--- src/rtl/i2c_xfer_scheduler.sv ---
// i2c_xfer_scheduler: round-robin transaction scheduler in front of a byte-level I2C command interface
module i2c_xfer_scheduler #(
    parameter int NUM_REQ        = 2,
    parameter int I2C_ADDR_WIDTH = 7,
    parameter int I2C_DATA_WIDTH = 8,
    parameter int LEN_WIDTH      = 8
) (
    input  logic                                clk,
    input  logic                                rst_n,
    input  logic [NUM_REQ-1:0]                  req_i,
    input  logic [NUM_REQ*I2C_ADDR_WIDTH-1:0]   req_addr_i,
    input  logic [NUM_REQ-1:0]                  req_op_i,
    input  logic [NUM_REQ*LEN_WIDTH-1:0]        req_len_i,
    output logic [NUM_REQ-1:0]                  gnt_o,
    input  logic [I2C_DATA_WIDTH-1:0]           wdata_i,
    output logic                                wdata_rd_o,
    output logic [I2C_DATA_WIDTH-1:0]           rdata_o,
    output logic                                rdata_vld_o,
    output logic [NUM_REQ-1:0]                  done_o,
    output logic [1:0]                          status_o,
    output logic                                busy_o,
    output logic [2:0]                          bc_cmd_o,
    output logic [I2C_DATA_WIDTH-1:0]           bc_data_o,
    output logic                                bc_req_o,
    input  logic                                bc_done_i,
    input  logic                                bc_nak_i,
    input  logic                                bc_al_i,
    input  logic [I2C_DATA_WIDTH-1:0]           bc_data_i
);
    localparam int IW = (NUM_REQ > 1) ? $clog2(NUM_REQ) : 1;
    localparam logic [2:0] S_IDLE = 3'd0, S_START = 3'd1, S_ADDR = 3'd2, S_DATA = 3'd3, S_STOP = 3'd4, S_DONE = 3'd5;
    localparam logic [2:0] C_START = 3'd0, C_STOP = 3'd1, C_RACK = 3'd2, C_RNAK = 3'd3, C_WRITE = 3'd4;

    logic [2:0]                r_state;
    logic [IW-1:0]             r_idx;
    logic [IW-1:0]             r_ptr;
    logic [I2C_ADDR_WIDTH-1:0] r_addr;
    logic                      r_op;
    logic [LEN_WIDTH-1:0]      r_cnt;
    logic [NUM_REQ-1:0]        r_gnt;
    logic                      r_busy;
    logic                      r_bc_req;
    logic [2:0]                r_bc_cmd;
    logic [I2C_DATA_WIDTH-1:0] r_bc_data;
    logic                      r_wdata_rd;
    logic [I2C_DATA_WIDTH-1:0] r_rdata;
    logic                      r_rdata_vld;
    logic [NUM_REQ-1:0]        r_done;
    logic [1:0]                r_status;
    logic [IW-1:0]             w_pick;
    logic [IW-1:0]             w_j;
    logic                      w_any;

    assign gnt_o       = r_gnt;
    assign busy_o      = r_busy;
    assign bc_req_o    = r_bc_req;
    assign bc_cmd_o    = r_bc_cmd;
    assign bc_data_o   = r_bc_data;
    assign wdata_rd_o  = r_wdata_rd;
    assign rdata_o     = r_rdata;
    assign rdata_vld_o = r_rdata_vld;
    assign done_o      = r_done;
    assign status_o    = r_status;

    // Round-robin search upward from the pointer; the lowest offset that is requesting wins
    always_comb begin
        w_pick = r_ptr;
        w_any  = 1'b0;
        w_j    = r_ptr;
        for (int k = NUM_REQ - 1; k >= 0; k--) begin
            w_j = IW'((int'(r_ptr) + k) % NUM_REQ);
            if (req_i[w_j]) begin
                w_pick = w_j;
                w_any  = 1'b1;
            end
        end
    end

    // Transaction sequencer: grant, issue one command per state, react to each command completion
    always_ff @(posedge clk or negedge rst_n) begin
        if (!rst_n) begin
            r_state     <= S_IDLE;
            r_idx       <= '0;
            r_ptr       <= '0;
            r_addr      <= '0;
            r_op        <= 1'b0;
            r_cnt       <= '0;
            r_gnt       <= '0;
            r_busy      <= 1'b0;
            r_bc_req    <= 1'b0;
            r_bc_cmd    <= '0;
            r_bc_data   <= '0;
            r_wdata_rd  <= 1'b0;
            r_rdata     <= '0;
            r_rdata_vld <= 1'b0;
            r_done      <= '0;
            r_status    <= '0;
        end else begin
            r_wdata_rd  <= 1'b0;
            r_rdata_vld <= 1'b0;
            r_done      <= '0;
            if (r_state == S_IDLE) begin
                if (w_any) begin
                    r_idx    <= w_pick;
                    r_addr   <= I2C_ADDR_WIDTH'(req_addr_i >> (int'(w_pick) * I2C_ADDR_WIDTH));
                    r_op     <= req_op_i[w_pick];
                    r_cnt    <= LEN_WIDTH'(req_len_i >> (int'(w_pick) * LEN_WIDTH));
                    r_status <= 2'b00;
                    r_state  <= S_START;
                end
            end else if (r_state == S_DONE) begin
                r_gnt   <= '0;
                r_busy  <= 1'b0;
                r_ptr   <= (int'(r_idx) == NUM_REQ - 1) ? '0 : r_idx + 1'b1;
                r_state <= S_IDLE;
            end else if (!r_bc_req) begin
                r_bc_req   <= 1'b1;
                r_gnt      <= NUM_REQ'(1) << r_idx;
                r_busy     <= 1'b1;
                r_bc_cmd   <= (r_state == S_START) ? C_START :
                              (r_state == S_STOP)  ? C_STOP  :
                              (r_state == S_DATA && r_op) ? ((r_cnt > LEN_WIDTH'(1)) ? C_RACK : C_RNAK) : C_WRITE;
                r_bc_data  <= (r_state == S_ADDR) ? I2C_DATA_WIDTH'({r_addr, r_op}) :
                              (r_state == S_DATA && !r_op) ? wdata_i : '0;
                r_wdata_rd <= (r_state == S_DATA) && !r_op;
            end else if (bc_done_i) begin
                r_bc_req <= 1'b0;
                if (bc_al_i) begin
                    r_status <= 2'b11;
                    r_done   <= r_gnt;
                    r_state  <= S_DONE;
                end else if (r_state == S_START) begin
                    r_state <= S_ADDR;
                end else if (r_state == S_ADDR) begin
                    r_status <= bc_nak_i ? 2'b01 : 2'b00;
                    r_state  <= (bc_nak_i || r_cnt == '0) ? S_STOP : S_DATA;
                end else if (r_state == S_DATA) begin
                    if (!r_op && bc_nak_i) begin
                        r_status <= 2'b10;
                        r_state  <= S_STOP;
                    end else begin
                        r_cnt       <= r_cnt - 1'b1;
                        r_rdata_vld <= r_op;
                        if (r_op) r_rdata <= bc_data_i;
                        if (r_cnt == LEN_WIDTH'(1)) r_state <= S_STOP;
                    end
                end else begin
                    r_done  <= r_gnt;
                    r_state <= S_DONE;
                end
            end
        end
    end
endmodule

--- config.mk ---
export PLATFORM = sky130hd
export DESIGN_NAME = i2c_xfer_scheduler
export DESIGN_NICKNAME = d
export VERILOG_FILES = /design/src/rtl/i2c_xfer_scheduler.sv
export SDC_FILE = /design/constraint.sdc
export NUM_CORES = 1
export LEC_CHECK = 0
export ABC_AREA = 1
export CORE_UTILIZATION = 30
export DETAILED_ROUTE_END_ITERATION = 10
export SLEW_MARGIN = 10
export SYNTH_ARGS = -nofsm -noshare
export SYNTH_HDL_FRONTEND = slang
export SYNTH_SLANG_ARGS = --single-unit
--- constraint.sdc ---
create_clock -name clk -period 1.6 [get_ports clk]
set_clock_uncertainty 0.05 [all_clocks]
set_input_delay 0.32 -clock clk [delete_from_list [all_inputs] [get_ports clk]]
set_output_delay 0.32 -clock clk [all_outputs]
set_load 0.02 [all_outputs]
==> metrics.cfg, run 1 <==
[critical_path]
arrival_ns = 1.63
critPathCaptureType = register
start_kind = register
cp.required_ns = 1.74
cp_max_fo = 5
worstSetupPathType = reg2reg

[sta]
relSlewSlack_pct = 78.4
final-setup-viol-count = 0
worstMarginPinSlew_ns = 0.322
hold_slack_ns = 0.414
drv_slew = 0
min_period_ns = 1.49
hold_violations = 0
period_share_pct = 92.9
fmax_mhz = 673
tns_ns = 0

[power_and_ir_drop]
p_per_area_nw_per_um2 = 1630
power_leakage_nw = 2.15
ir_worst_vdd_v = 0.000559

[floorplan]
die_h_um = 97.0
dieArea_sq_um = 9420
fp.dieW_um = 97.0
rows = 34
start_util_pct = 31.1
num_io_pins = 84
core_area_sq_um = 8720

[run]
maxCapViolations = 0

[logic_synthesis]
yosysWarnings = 0
synth_fp_nets = 428
synth_seq_cells = 50
async_flop_share_pct = 100
ys.flop_type = dfrtp_1
synth_top_area_share_pct = 46.2
synth_cells = 370
synth.area.top_cells = dfrtp_1 (46%), nand2_1 (21%), nand3_1 (6.3%), inv_1 (4.7%), o21ai_0 (4.2%)
yosysMostFrequentCell = nand2_1
ys_seq_area_share_pct = 46.2
synth_edf_count = 0
synthTopCellsByCount = nand2_1 (154), dfrtp_1 (50), inv_1 (34), nand3_1 (34), nor2_1 (25)
synth_cell_types = 28
syn_area_per_cell_sq_um = 7.32
syn_area_sq_um = 2710
synth_top_area_cell = dfrtp_1

[layout]
syn2layout_area_growth_pct = 46.4
ff_latch_area_sq_um = 1250
fin_nets = 541
drive_gt1_share_pct = 14.1
post-route-util_pct = 45.5
multi_input_area_sq_um = 1280
nFillCells = 909
antenna_cells = 0

[global_route]
grt_pass1_vias = 2791
overflow = 0
antenna_found_initial = 0
grt_max_degree = 51
grt_pass1_wl_mm = 12.7
grt_util_all_layers_pct = 16.4

[clocking]
clockBufferDepth = 2
ctsRootBufferMaster = clkbuf_8
cts_tree = yes
clkTransAtPathRegs_ns = 0.10
clkSinkCount = 50
h-tree-depth = 2
clk-insertion-delay-late_ns = 0.30
cts-buffers-inserted = 5

[placed_design]
gp_congestion = 0.893
io_buffers = 83
place_hpwl_mm = 5.67

[drt]
wl_mm = 7.29
post-route-drc-count = 0
routedWlPerCell_um = 12.3
antenna_left = 0
routed_via_density = 4.59
vias = 2714
drtPass1Iterations = 4
drtIter0Drc = 102

[hold_path]
hp-class = reg2reg

[run_status]
status = completed

## metrics by stage
stage          setup WS (ns)  total power, mW  area (sq um)  cells
5_1_grt             -0.00228             7.03          3970    591
2_1_floorplan          0.179             4.32          2710    370
3_5_place_dp          -0.187             5.82          3870    581
3_3_place_gp          -0.197             5.77          3870    581
6_report               0.114             6.45          3970    591
4_1_cts               0.0540             6.41          3930    589
## what timing repair did
item / in CTS / in global routing
buffers inserted: 0 / 2
hold buffers: 1 / 0
pin swaps: 0 / 1
endpoints found under the setup margin: 30 / 20
endpoints found under the hold margin: 50 / 0
resized for setup: 30 / 12
gates cloned: 0 / 0
## worst paths after layout
path                                  from     endpoint  slack [ns]  cells after the start
max in group asynchronous            rst_n   r_state[1]        0.76                      3
min in group asynchronous            rst_n    r_addr[4]        0.47                      3
worst min register to register       r_idx     gnt_o[0]        0.41                      1
worst max-delay path            r_state[2]  status_o[0]        0.11                      9
worst max register to register  r_state[2]  status_o[0]        0.11                      9
worst min-delay path                 r_idx     gnt_o[0]        0.41                      1
## layout make-up
type                    count  area share (%)
flip-flops and latches     50            31.6
inverters                  41            4.07
repair buffers            112            26.4
multi-input cells         273            32.4
clock buffers               5            1.74
clock inverters             2           0.347
well taps                 108            3.41
## cells in the final DEF (no fill, tap or decap), types with 2 or more instances in the layout
master,Yosys,final
nand2_4,4,4
nor3_1,3,3
nor2_4,1,3
ha_1,3,2
nand2_1,154,153
o21ai_0,23,21
dfrtp_1,50,47
clkbuf_8,0,5
dfrtp_2,0,3
a21oi_1,8,8
nand2_2,4,5
nor2_8,2,2
nor3_2,2,2
buf_12,0,3
nor2_1,25,25
inv_4,3,3
nand3_2,0,2
o21ai_1,1,3
o22ai_1,2,2
dlygate4sd2_1,0,29
clkdlybuf4s50_1,0,53
inv_1,34,32
buf_4,1,25
nand3_1,34,32
inv_2,4,6
## logic make-up after synthesis
logic type,Yosys count,share of synthesized area (%)
buffers and inverters,47,7.34
adders and majority gates,3,1.39
and+or+nand+nor,232,37.5
DFF,50,46.2
AOI/OAI and AO/OA,38,7.57
## worst max-delay path: stages (launching register included)
cell and delay [ns]:
dfrtp_1 0.42, buf_4 0.17, nor2_1 0.20, nand2_2 0.10, nand2_1 0.07, nand2_1 0.04, nand3_1 0.12, nand2_1 0.09
nand2_1 0.07, nand2_1 0.05
## layer usage
metal | track usage (%) | routed length, um | vias up | share of wire [%]
li1 | - | - | 1383 | -
met1 | 21.0 | 3320 | 1250 | 46
met2 | 28.1 | 3520 | 74 | 48
met3 | 2.96 | 350 | 7 | 4.8
met4 | 4.59 | 100 | 0 | 1.4
met5 | 0 | 0 | - | 0
## sequential cells by signal, summed over array words and instances, names as in the netlist
name	count
rdata_vld_o	1
r_addr	7
done_o	2
busy_o	1
r_state	3
r_cnt	8
rdata_o	8
bc_cmd_o	3
bc_data_o	8
wdata_rd_o	1
r_op	1
r_idx	1
bc_req_o	1
r_ptr	1
gnt_o	2
status_o	2
## power by group
| group | total [mW] | switching, mW | internal, mW |
|---|---|---|---|
| logic | 3.58 | 2.14 | 1.44 |
| registers | 2.14 | 0.371 | 1.77 |
| clock network | 0.731 | 0.428 | 0.303 |
Note: power is estimated with default switching activity, not from simulation.
==> inputs of run 2 (changes only) <==
--- a/config.mk
+++ b/config.mk
@@ -6,9 +6,10 @@
 export NUM_CORES = 1
 export LEC_CHECK = 0
 export ABC_AREA = 1
+export ABC_CLOCK_PERIOD_IN_PS = 1600
 export CORE_UTILIZATION = 30
 export DETAILED_ROUTE_END_ITERATION = 10
-export SLEW_MARGIN = 10
+export SKIP_LAST_GASP = 1
 export SYNTH_ARGS = -nofsm -noshare
 export SYNTH_HDL_FRONTEND = slang
 export SYNTH_SLANG_ARGS = --single-unit
==> run 2 against run 1 <==
Power is essentially flat. Largest power group unchanged. Critical path depth unchanged. Maximum frequency about the same. Register-to-register slack is essentially flat. Via count about the same. Wire length is 0.16% higher.
==> metrics.cfg, run 2 (synthesized netlist as in run 1, its figures left out) <==
[layout]
antenna_cells = 0  ; unchanged
layout_commonest_cell = nand2_1
syn2layout_area_growth_pct = 46.4  ; unchanged
post-route-util_pct = 45.5  ; unchanged
final_area_sq_um = 3970  ; unchanged
final_cell_mix = nand2_1 (153), clkdlybuf4s50_1 (53), dfrtp_1 (47)
nFillCells = 909  ; unchanged
fin_nets = 541  ; unchanged
drive_gt1_share_pct = 13.9  ; -0.21 points

[critical_path]
cp_num_buf_inv = 1  ; unchanged
start_kind = register
worstSetupEndpoint = status_o[0]
r2r_slack_ns = 0.11  ; about the same
r2r-start = r_state[2]
critPathTopFamily = simple AND/OR/NAND/NOR gates
path_cells = buf_4 -> nor2_1 -> nand2_2 -> nand2_1 -> nand2_1 -> nand3_1 -> nand2_1 -> nand2_1 -> nand2_1
critPathCaptureType = register
arrival_ns = 1.63  ; about the same
r2r_end = status_o[0]
critPathMaxStageDelay_ns = 0.42  ; about the same
worst-r2r-cell-count = 9  ; unchanged
cp.required_ns = 1.74  ; about the same
cp_slowest_cell = dfrtp_1
cp_num_cells = 9  ; unchanged
crit_top_cell = nand2_1
cp_max_fo = 5  ; unchanged
cp-startpoint = r_state[2]
worstSetupPathType = reg2reg

[drt]
drtIter0Drc = 108  ; +5.9%
routedWlPerCell_um = 12.3  ; +0.16%
routed_via_density = 4.59  ; about the same
drtPass1Iterations = 4  ; unchanged
post-route-drc-count = 0  ; unchanged
wl_mm = 7.30  ; +0.16%
antenna_left = 0  ; unchanged
vias = 2713  ; -0.037%

[power_and_ir_drop]
ir_worst_vdd_v = 0.000555  ; -0.69%
power_leakage_nw = 2.15  ; about the same
p_per_area_nw_per_um2 = 1630  ; about the same

[floorplan]
fp.dieW_um = 97.0  ; unchanged
dieArea_sq_um = 9420  ; unchanged
rows = 34  ; unchanged
core_area_sq_um = 8720  ; unchanged
die_h_um = 97.0  ; unchanged
num_io_pins = 84  ; unchanged
start_util_pct = 31.1  ; unchanged

[global_route]
overflow = 0  ; unchanged
antenna_found_initial = 0  ; unchanged
grt_util_all_layers_pct = 16.4  ; unchanged
grt_pass1_vias = 2791  ; unchanged
grt_pass1_wl_mm = 12.7  ; unchanged
grt_max_degree = 51  ; unchanged

[placed_design]
dp_slack_ns = -0.187  ; unchanged
io_buffers = 83  ; unchanged
place_hpwl_mm = 5.67  ; unchanged
gp_congestion = 0.893  ; unchanged
placed_cell_area_sq_um = 3870  ; unchanged

[sta]
fin_ws_ns = 0.114  ; +0.000492 ns
worstMarginPinSlew_ns = 0.322  ; unchanged
relSlewSlack_pct = 78.4  ; unchanged
rsz0062_at_grt = true
drv_slew = 0  ; unchanged
final-setup-viol-count = 0  ; unchanged
tns_ns = 0  ; unchanged
min_period_ns = 1.49  ; -0.000492 ns
fmax_mhz = 673  ; about the same
period_share_pct = 92.8  ; about the same
hold_violations = 0  ; unchanged

[run]
maxCapViolations = 0  ; unchanged

[hold_path]
hold_depth = 1  ; unchanged
hp-class = reg2reg

[clocking]
cts_tree = yes
cts-buffers-inserted = 5  ; unchanged
h-tree-depth = 2  ; unchanged
clk-insertion-delay-late_ns = 0.30  ; about the same
clockBufferDepth = 2  ; unchanged
ctsRootBufferMaster = clkbuf_8
clkTransAtPathRegs_ns = 0.10  ; about the same
clkSinkCount = 50  ; unchanged

[run_status]
status = completed

==> run 2: cell counts in the layout (fill, tap and decap cells not counted) <==
No cell type changed its count.
==> run 2: worst min path at each step <==
stage                     startpoint           to  slack, ns
after global routing      rdata_o[4]   rdata_o[4]       0.45
after global placement         rst_n    r_addr[2]       0.28
after CTS                      r_idx     gnt_o[0]       0.42
after floorplan                rst_n  bc_cmd_o[0]      -0.03
final                          r_idx     gnt_o[0]       0.41
after detailed placement       rst_n    r_addr[4]       0.28
==> run 2: final cells by class <==
type,instances,area [sq um],share of cell area (%)
Multi-Input combinational cell,273,1280,32.4
Sequential cell,50,1250,31.6
Clock inverter,2,13.8,0.347
Timing Repair Buffer,112,1050,26.4
Inverter,41,161,4.07
Clock buffer,5,68.8,1.74
Tap cell,108,135,3.41
==> run 2: repair_timing <==
action / 4_1_cts / 5_1_grt
setup buffers: 0 / 2
hold buffers: 1 / 0
setup endpoints to repair: 30 / 20
gates cloned: 0 / 0
gates resized for setup: 30 / 11
pin swaps: 0 / 1
endpoints found under the hold margin: 50 / 0
==> run 2: layer usage <==
| metal | global-route usage [%] | routed length (um) | vias to the layer above |
|---|---|---|---|
| met5 | 0 | 0 | - |
| met4 | 4.59 | 102 | 0 |
| met3 | 2.96 | 349 | 9 |
| met2 | 28.1 | 3520 | 77 |
| met1 | 21.0 | 3320 | 1245 |
| li1 | - | - | 1382 |
==> run 2: stage by stage <==
stage	hold WS, ns	instances	power (mW)
6_report	0.414	591	6.45
5_1_grt	0.445	591	7.02
4_1_cts	0.417	589	6.41
3_5_place_dp	0.284	581	5.82
3_3_place_gp	0.282	581	5.77
2_1_floorplan	-0.0256	370	4.32
==> run 2: report_power, final <==
part	switching [mW]	leakage, nW	internal, mW	total [mW]
Clock	0.426	0.0444	0.303	0.729
Combinational	2.14	1.46	1.44	3.58
Sequential	0.371	0.644	1.77	2.14
